--- src/rtl/plab2_proc_fetch_unit_if.sv ---
// ---------------------------------------------------------------------------
// plab2_proc_fetch_unit_if
//   Bundles every handshake and bus signal of the instruction-fetch front end:
//     F stage   : domain, pc_next_F, fetch_val_F, fetch_rdy_F, squash_F
//     imem req  : imemreq_val, imemreq_rdy, imemreq_msg_addr
//     imem resp : imemresp_val, imemresp_rdy, imemresp_msg_data
//     D stage   : inst_val_D, inst_rdy_D, inst_D, inst_domain_D
//     debug     : num_inflight
//   modport master : the fetch unit's view (drives fetch_rdy_F, the imem
//                    request, imemresp_rdy and the D-stage outputs)
//   modport slave  : the surrounding pipeline / memory view
// ---------------------------------------------------------------------------
interface plab2_proc_fetch_unit_if #(
  parameter int p_addr_nbits = 32,
  parameter int p_data_nbits = 32
);
  logic                    domain;
  logic [p_addr_nbits-1:0] pc_next_F;
  logic                    fetch_val_F;
  logic                    fetch_rdy_F;
  logic                    squash_F;
  logic                    imemreq_val;
  logic                    imemreq_rdy;
  logic [p_addr_nbits-1:0] imemreq_msg_addr;
  logic                    imemresp_val;
  logic                    imemresp_rdy;
  logic [p_data_nbits-1:0] imemresp_msg_data;
  logic                    inst_val_D;
  logic                    inst_rdy_D;
  logic [p_data_nbits-1:0] inst_D;
  logic                    inst_domain_D;
  logic [1:0]              num_inflight;

  modport master (
    input  domain, pc_next_F, fetch_val_F, squash_F, imemreq_rdy,
           imemresp_val, imemresp_msg_data, inst_rdy_D,
    output fetch_rdy_F, imemreq_val, imemreq_msg_addr, imemresp_rdy,
           inst_val_D, inst_D, inst_domain_D, num_inflight
  );

  modport slave (
    output domain, pc_next_F, fetch_val_F, squash_F, imemreq_rdy,
           imemresp_val, imemresp_msg_data, inst_rdy_D,
    input  fetch_rdy_F, imemreq_val, imemreq_msg_addr, imemresp_rdy,
           inst_val_D, inst_D, inst_domain_D, num_inflight
  );
endinterface

--- src/rtl/plab2_proc_fetch_unit.sv ---
// ---------------------------------------------------------------------------
// plab2_proc_fetch_unit
//   Instruction-fetch front end between the F-stage PC logic and the D-stage
//   instruction register. Issues imem requests under a credit limit, tags each
//   request with its security domain, discards responses of squashed fetches
//   and buffers surviving instructions so a D-stage stall never loses one.
//   Ports:
//     clk   : clock, rising edge
//     reset : asynchronous, active-low
//     bus   : plab2_proc_fetch_unit_if.master (F, imem and D interfaces)
// ---------------------------------------------------------------------------
module plab2_proc_fetch_unit #(
  parameter int p_max_outstanding = 2,
  parameter int p_addr_nbits      = 32,
  parameter int p_data_nbits      = 32
) (
  input logic                           clk,
  input logic                           reset,
  plab2_proc_fetch_unit_if.master       bus
);

  localparam int DEPTH = p_max_outstanding;
  localparam int CW    = $clog2(p_max_outstanding + 1);
  localparam int PW    = (p_max_outstanding > 1) ? $clog2(p_max_outstanding) : 1;
  localparam logic [CW:0] MAX_C = (CW+1)'(p_max_outstanding);

  logic [CW-1:0] inflight_q, inflight_d, drop_q, drop_d, count_q, count_d;
  logic [PW-1:0] q_rd_q, q_rd_d, q_wr_q, q_wr_d, t_rd_q, t_rd_d, t_wr_q, t_wr_d;

  logic [p_data_nbits-1:0] q_data_mem [DEPTH];
  logic                    q_dom_mem  [DEPTH];
  logic                    tag_mem    [DEPTH];

  logic credit_ok, req_val, req_fire, resp_ok, squash;
  logic q_empty, enq, bypass, inst_val, deq, q_write, q_pop, tag_head;
  logic [p_data_nbits-1:0] head_data;
  logic                    head_dom;

  function automatic logic [PW-1:0] ptr_inc(input logic [PW-1:0] p);
    return (p == PW'(DEPTH - 1)) ? '0 : p + 1'b1;
  endfunction

  always_comb begin
    // Buffered instructions hold credits too, so the queue can never overflow.
    credit_ok = ({1'b0, inflight_q} + {1'b0, count_q}) < MAX_C;
    req_val   = reset & bus.fetch_val_F & credit_ok;
    req_fire  = req_val & bus.imemreq_rdy;
    // A response with nothing in flight is a protocol error and is ignored.
    resp_ok   = reset & bus.imemresp_val & (inflight_q != '0);
    squash    = reset & bus.squash_F;
    q_empty   = (count_q == '0);
    tag_head  = tag_mem[t_rd_q];
    enq       = resp_ok & (drop_q == '0) & ~squash;
    bypass    = enq & q_empty;
    inst_val  = reset & ~squash & (~q_empty | bypass);
    deq       = inst_val & bus.inst_rdy_D;
    // A bypassed instruction taken by D this cycle never enters the queue.
    q_write   = enq & ~(bypass & bus.inst_rdy_D);
    q_pop     = deq & ~q_empty;
    head_data = q_empty ? bus.imemresp_msg_data : q_data_mem[q_rd_q];
    head_dom  = q_empty ? tag_head : q_dom_mem[q_rd_q];

    inflight_d = inflight_q + CW'(req_fire) - CW'(resp_ok);
    // The tag FIFO is never flushed: dropped responses still pop their tag.
    t_wr_d     = req_fire ? ptr_inc(t_wr_q) : t_wr_q;
    t_rd_d     = resp_ok  ? ptr_inc(t_rd_q) : t_rd_q;

    // On a squash every older fetch is dead; a response arriving in the same
    // cycle is one of them, and a request firing now is the redirect target.
    if (squash)
      drop_d = inflight_q - CW'(resp_ok);
    else if (resp_ok && (drop_q != '0))
      drop_d = drop_q - 1'b1;
    else
      drop_d = drop_q;

    if (squash) begin
      count_d = '0;
      q_rd_d  = '0;
      q_wr_d  = '0;
    end else begin
      count_d = count_q + CW'(q_write) - CW'(q_pop);
      q_wr_d  = q_write ? ptr_inc(q_wr_q) : q_wr_q;
      q_rd_d  = q_pop   ? ptr_inc(q_rd_q) : q_rd_q;
    end
  end

  always_ff @(posedge clk or negedge reset) begin
    if (!reset) begin
      inflight_q <= '0;
      drop_q     <= '0;
      count_q    <= '0;
      q_rd_q     <= '0;
      q_wr_q     <= '0;
      t_rd_q     <= '0;
      t_wr_q     <= '0;
    end else begin
      inflight_q <= inflight_d;
      drop_q     <= drop_d;
      count_q    <= count_d;
      q_rd_q     <= q_rd_d;
      q_wr_q     <= q_wr_d;
      t_rd_q     <= t_rd_d;
      t_wr_q     <= t_wr_d;
    end
  end

  // Storage needs no reset: occupancy is tracked by the counters above.
  always_ff @(posedge clk) begin
    if (req_fire)
      tag_mem[t_wr_q] <= bus.domain;
    if (q_write) begin
      q_data_mem[q_wr_q] <= bus.imemresp_msg_data;
      q_dom_mem[q_wr_q]  <= tag_head;
    end
  end

  assign bus.imemreq_val      = req_val;
  assign bus.fetch_rdy_F      = reset & bus.imemreq_rdy & credit_ok;
  assign bus.imemreq_msg_addr = bus.pc_next_F;
  assign bus.imemresp_rdy     = reset;
  assign bus.inst_val_D       = inst_val;
  assign bus.inst_D           = inst_val ? head_data : '0;
  assign bus.inst_domain_D    = inst_val & head_dom;
  assign bus.num_inflight     = 2'(inflight_q);

endmodule
--- src/flat_wrapper.sv ---
// flat-port wrapper written by rule: the top's interface ports become plain ports
module plab2_proc_fetch_unit_flat 
#(
  parameter int p_max_outstanding = 2,
  parameter int p_addr_nbits      = 32,
  parameter int p_data_nbits      = 32
)
  (clk, reset, bus_domain, bus_pc_next_F, bus_fetch_val_F, bus_squash_F, bus_imemreq_rdy, bus_imemresp_val, bus_imemresp_msg_data, bus_inst_rdy_D, bus_fetch_rdy_F, bus_imemreq_val, bus_imemreq_msg_addr, bus_imemresp_rdy, bus_inst_val_D, bus_inst_D, bus_inst_domain_D, bus_num_inflight);
  plab2_proc_fetch_unit_if #(.p_addr_nbits(p_addr_nbits), .p_data_nbits(p_data_nbits)) bus_i ();
  input logic clk;
  input logic reset;
  input wire logic [$bits(bus_i.domain)-1:0] bus_domain;
  input wire logic [$bits(bus_i.pc_next_F)-1:0] bus_pc_next_F;
  input wire logic [$bits(bus_i.fetch_val_F)-1:0] bus_fetch_val_F;
  input wire logic [$bits(bus_i.squash_F)-1:0] bus_squash_F;
  input wire logic [$bits(bus_i.imemreq_rdy)-1:0] bus_imemreq_rdy;
  input wire logic [$bits(bus_i.imemresp_val)-1:0] bus_imemresp_val;
  input wire logic [$bits(bus_i.imemresp_msg_data)-1:0] bus_imemresp_msg_data;
  input wire logic [$bits(bus_i.inst_rdy_D)-1:0] bus_inst_rdy_D;
  output wire logic [$bits(bus_i.fetch_rdy_F)-1:0] bus_fetch_rdy_F;
  output wire logic [$bits(bus_i.imemreq_val)-1:0] bus_imemreq_val;
  output wire logic [$bits(bus_i.imemreq_msg_addr)-1:0] bus_imemreq_msg_addr;
  output wire logic [$bits(bus_i.imemresp_rdy)-1:0] bus_imemresp_rdy;
  output wire logic [$bits(bus_i.inst_val_D)-1:0] bus_inst_val_D;
  output wire logic [$bits(bus_i.inst_D)-1:0] bus_inst_D;
  output wire logic [$bits(bus_i.inst_domain_D)-1:0] bus_inst_domain_D;
  output wire logic [$bits(bus_i.num_inflight)-1:0] bus_num_inflight;
  assign bus_i.domain = bus_domain;
  assign bus_i.pc_next_F = bus_pc_next_F;
  assign bus_i.fetch_val_F = bus_fetch_val_F;
  assign bus_i.squash_F = bus_squash_F;
  assign bus_i.imemreq_rdy = bus_imemreq_rdy;
  assign bus_i.imemresp_val = bus_imemresp_val;
  assign bus_i.imemresp_msg_data = bus_imemresp_msg_data;
  assign bus_i.inst_rdy_D = bus_inst_rdy_D;
  assign bus_fetch_rdy_F = bus_i.fetch_rdy_F;
  assign bus_imemreq_val = bus_i.imemreq_val;
  assign bus_imemreq_msg_addr = bus_i.imemreq_msg_addr;
  assign bus_imemresp_rdy = bus_i.imemresp_rdy;
  assign bus_inst_val_D = bus_i.inst_val_D;
  assign bus_inst_D = bus_i.inst_D;
  assign bus_inst_domain_D = bus_i.inst_domain_D;
  assign bus_num_inflight = bus_i.num_inflight;
  plab2_proc_fetch_unit #(.p_max_outstanding(p_max_outstanding), .p_addr_nbits(p_addr_nbits), .p_data_nbits(p_data_nbits)) u_core (.clk(clk), .reset(reset), .bus(bus_i));
endmodule
--- config.mk ---
export PLATFORM = sky130hd
export DESIGN_NAME = plab2_proc_fetch_unit_flat
export DESIGN_NICKNAME = d
export VERILOG_FILES = /design/src/rtl/plab2_proc_fetch_unit_if.sv /design/src/rtl/plab2_proc_fetch_unit.sv /design/src/flat_wrapper.sv
export SDC_FILE = /design/constraint.sdc
export NUM_CORES = 1
export LEC_CHECK = 0
export CAP_MARGIN = 15
export CORE_MARGIN = 2
export CORE_UTILIZATION = 40
export CTS_BUF_LIST = sky130_fd_sc_hd__clkbuf_2 sky130_fd_sc_hd__clkbuf_4 sky130_fd_sc_hd__clkbuf_8
export CTS_CLUSTER_DIAMETER = 150
export DETAILED_ROUTE_END_ITERATION = 6
export PLACE_DENSITY = 0.8
export SLEW_MARGIN = 20
export SYNTH_ARGS = -nofsm -noshare
export SYNTH_HDL_FRONTEND = slang
export SYNTH_SLANG_ARGS = --single-unit
--- constraint.sdc ---
create_clock -name clk -period 3.9 [get_ports clk]
set_clock_uncertainty 0.2 [all_clocks]
set_input_delay 0.78 -clock clk [delete_from_list [all_inputs] [get_ports clk]]
set_output_delay 0.78 -clock clk [all_outputs]
set_load 0.02 [all_outputs]
==> summary.txt <==
Worst setup path
  • RR Endpoint: u_core.count_q[1]$_DFF_PN0_
  • CP Launch Type: primary input
  • Crit path required time: ~2.9 ns
  • Worst EP arrival: 2.72 ns
  • Crit path capture type: output port
  • Critical path origin: bus_squash_F
  • Path depth of the worst reg2reg path: 8
  • Critical Path Stages: 6
  • Slowest CP cell: clkdlybuf4s50_1
  • Crit Path Class: primary input to output port
  • End point of the critical path: bus_inst_D[7]
  • Cell mode on critical path: clkdlybuf4s50_1
  • Worst-path fanout max: 35
  • Launch point of the worst reg-to-reg path: u_core.count_q[0]$_DFF_PN0_
  • R2r setup slk: between 1 and 1.5 ns
  • Critical path, cell by cell: clkdlybuf4s50_1, and3b_1, buf_12, nand4_1, a21oi_1, clkdlybuf4s50_1
  • WP buf/inv: 3
  • Delay-heaviest family, CP: buffers and inverters
  • Worst path max stage delay: 0.63 ns

Timing
  • Hold_ws: 0.290 ns
  • Worst slew pin tran: 0.821 ns
  • Tcrit/Tclk final: between 90% and 100%
  • RSZ-0062 raised after global routing: false
  • Setup TNS: 0 ns
  • Slew HR: between 40 and 50%
  • Final Hold Vio Count: 0
  • F_max: 270 MHz
  • Slew Limit Fails: 0
  • Crit path time final: 3.70 ns
  • Final setup violation count: 0

Clocking
  • H-tree levels: 3
  • Worst skew pair latency: roughly 0.34 ns
  • Post_cts resized: 0
  • Sinks on Clock Net: a little under 80
  • CTS Buf Count: 9
  • CTS Root Cell: clkbuf_8
  • Max Buffers Root-to-Sink: 2
  • Cts hold-fix bufs: 0
  • Clock transition at path regs: 0.07 ns
  • CTS tree: yes
  • Post-CTS setup buffers: 0

Pwr
  • Pwr dens: 543 nW/um^2
  • LEAKAGE: 1.62 nW
  • Maximum VDD drop: 0.391 mV

Floorplan
  • I/O pin count: 143
  • Die footprint: between 10,000 and 15,000 sq um
  • Std cell rows: 36
  • Die H: between 100 and 150 microns
  • Initial core utilization: 40.9%
  • Die width: between 100 and 150 microns
  • Core area: 9680 sq um

Route
  • Wirelength per Cell: about 16 microns
  • Initial DRC count: a little under 80
  • 1st-pass router iterations: 4
  • Post-detailed-route count of antenna-violating nets: 0
  • Mean number of vias per cell: roughly 5.2
  • Wirelength, routed: 8.31 mm
  • DRC: 0
  • Vias: ~2,600

Synth
  • Register area share after synthesis: about 58%
  • Post-Synthesis Net Count: roughly 400
  • Post-synth EDFFs: slightly below 70
  • Post-synth cell types: 32
  • Synthesized cell area: approximately 4000 sq um
  • Synth warn: 0
  • Most used flip-flop cell after synthesis: edfxtp_1
  • Count leader, synth: edfxtp_1
  • Share of flip-flops with an asynchronous set or reset: 12.8%
  • Synth cell count leaders: edfxtp_1, nand2_1, buf_4
  • Top-area cell type share of the netlist area: 51.6%
  • Seq cells post-synth: 78
  • Avg Cell Area, Syn: 12.0 sq um
  • Post-synthesis cell count: 330
  • Synth area leaders: edfxtp_1, buf_4, mux2_2
  • Area leader, netlist: edfxtp_1

GRT
  • Largest net degree at the start of global routing: 36
  • Remaining Overflow, GRT: 0
  • Global-route wire length before repair: 13.3 mm
  • Initial antenna violation count: 0
  • Vias in the first global route: 2,692
  • Total GRT Usage: between 10% and 20%

Finish
  • Share of cells above drive strength 1: between 10% and 20%
  • Layout net count: 455
  • # diodes: 0
  • P&R area growth vs syn: 23.3%

Hold path
  • Worst min-delay path category: flip-flop to flip-flop
  • Worst hold path depth: 1

Job
  • MaxCap Viol Count: 0

Placement
  • Final HPWL DP: about 5.5 mm
  • Final GP Congestion: slightly below 0.8
  • Port Buffers: 78

Status
  • Outcome: complete, no violations
==> report_power, final <==
| group | switching [mW] | internal (mW) | total [mW] | leakage (nW) |
|---|---|---|---|---|
| Combinational | 0.543 | 0.439 | 0.981 | 0.780 |
| Sequential | 0.110 | 0.977 | 1.09 | 0.736 |
| Clock | 0.278 | 0.306 | 0.583 | 0.100 |
==> how the worst min path moves through the flow <==
stage                                    from                        end
CTS                 u_core.t_wr_q$_DFFE_PN0N_  u_core.t_wr_q$_DFFE_PN0N_
detailed placement  u_core.t_wr_q$_DFFE_PN0N_  u_core.t_wr_q$_DFFE_PN0N_
finish              u_core.t_rd_q$_DFFE_PN0N_  u_core.t_rd_q$_DFFE_PN0N_
floorplan           u_core.t_rd_q$_DFFE_PN0N_  u_core.t_rd_q$_DFFE_PN0N_
global route        u_core.t_wr_q$_DFFE_PN0N_  u_core.t_wr_q$_DFFE_PN0N_
global placement    u_core.t_wr_q$_DFFE_PN0N_  u_core.t_wr_q$_DFFE_PN0N_
==> flip-flops by register name (all words and copies together), names as in the netlist, 2 cells and up <==
name	count
u_core.bus.num_inflight	2
u_core.count_q	2
u_core.drop_q	2
u_core.q_data_mem	64
u_core.q_dom_mem	2
u_core.tag_mem	2
==> through the flow <==
stage | instances | cell area, sq um | worst slack, ns | utilization [%] | power (mW)
floorplan | 330 | 3960 | 0.630 | - | 1.76
global placement | 498 | 4690 | 0.266 | 48.5 | 2.06
detailed placement | 498 | 4690 | 0.203 | 48.5 | 2.09
CTS | 513 | 4880 | 0.194 | 50.4 | 2.68
global route | 513 | 4880 | 0.121 | 50.4 | 2.81
finish | 513 | 4880 | 0.200 | 50.4 | 2.65
==> cell type report <==
type / count / area [sq um]
Fill cell: 865 / 4800
Sequential cell: 78 / 2290
Multi-Input combinational cell: 183 / 1270
Timing Repair Buffer: 91 / 916
Tap cell: 133 / 166
Clock buffer: 11 / 139
Clock inverter: 4 / 48.8
Inverter: 13 / 48.8
==> cells by family after synthesis <==
| group | Yosys count | synth area share (%) |
|---|---|---|
| simple gates | 91 | 11.5 |
| flops | 78 | 57.9 |
| buf+inv | 69 | 10.5 |
| compound gates | 43 | 6.23 |
| mux | 36 | 10.2 |
| fa+ha+maj | 7 | 2.40 |
| xor+xnor | 6 | 1.33 |
==> per-layer routing <==
layer	up-vias	global-route usage, %	wire [microns]
met2	81	27.9	4110
met5	-	0	0
met3	25	3.09	429
met4	0	6.28	158
met1	1285	20.7	3620
li1	1252	-	-
==> cells in the final DEF, fill, tap and decap left out, types with 2 or more instances in the layout <==
cell             count
clkdlybuf4s50_1     78
dfrtp_1              9
mux2_1              11
edfxtp_1            68
buf_4               10
ha_1                 6
clkinv_2             2
nand2_1             39
clkbuf_4             2
nor2_1               5
clkbuf_8             9
o211ai_1             4
a21oi_1             34
xnor2_1              5
or4_1                2
o211ai_2             2
inv_1               12
mux2i_1              2
buf_12               3
mux2_2              23
nor2_4               2
nand4_1             33
and2_1               3
No activity file was read; power rests on OpenSTA's default activity.
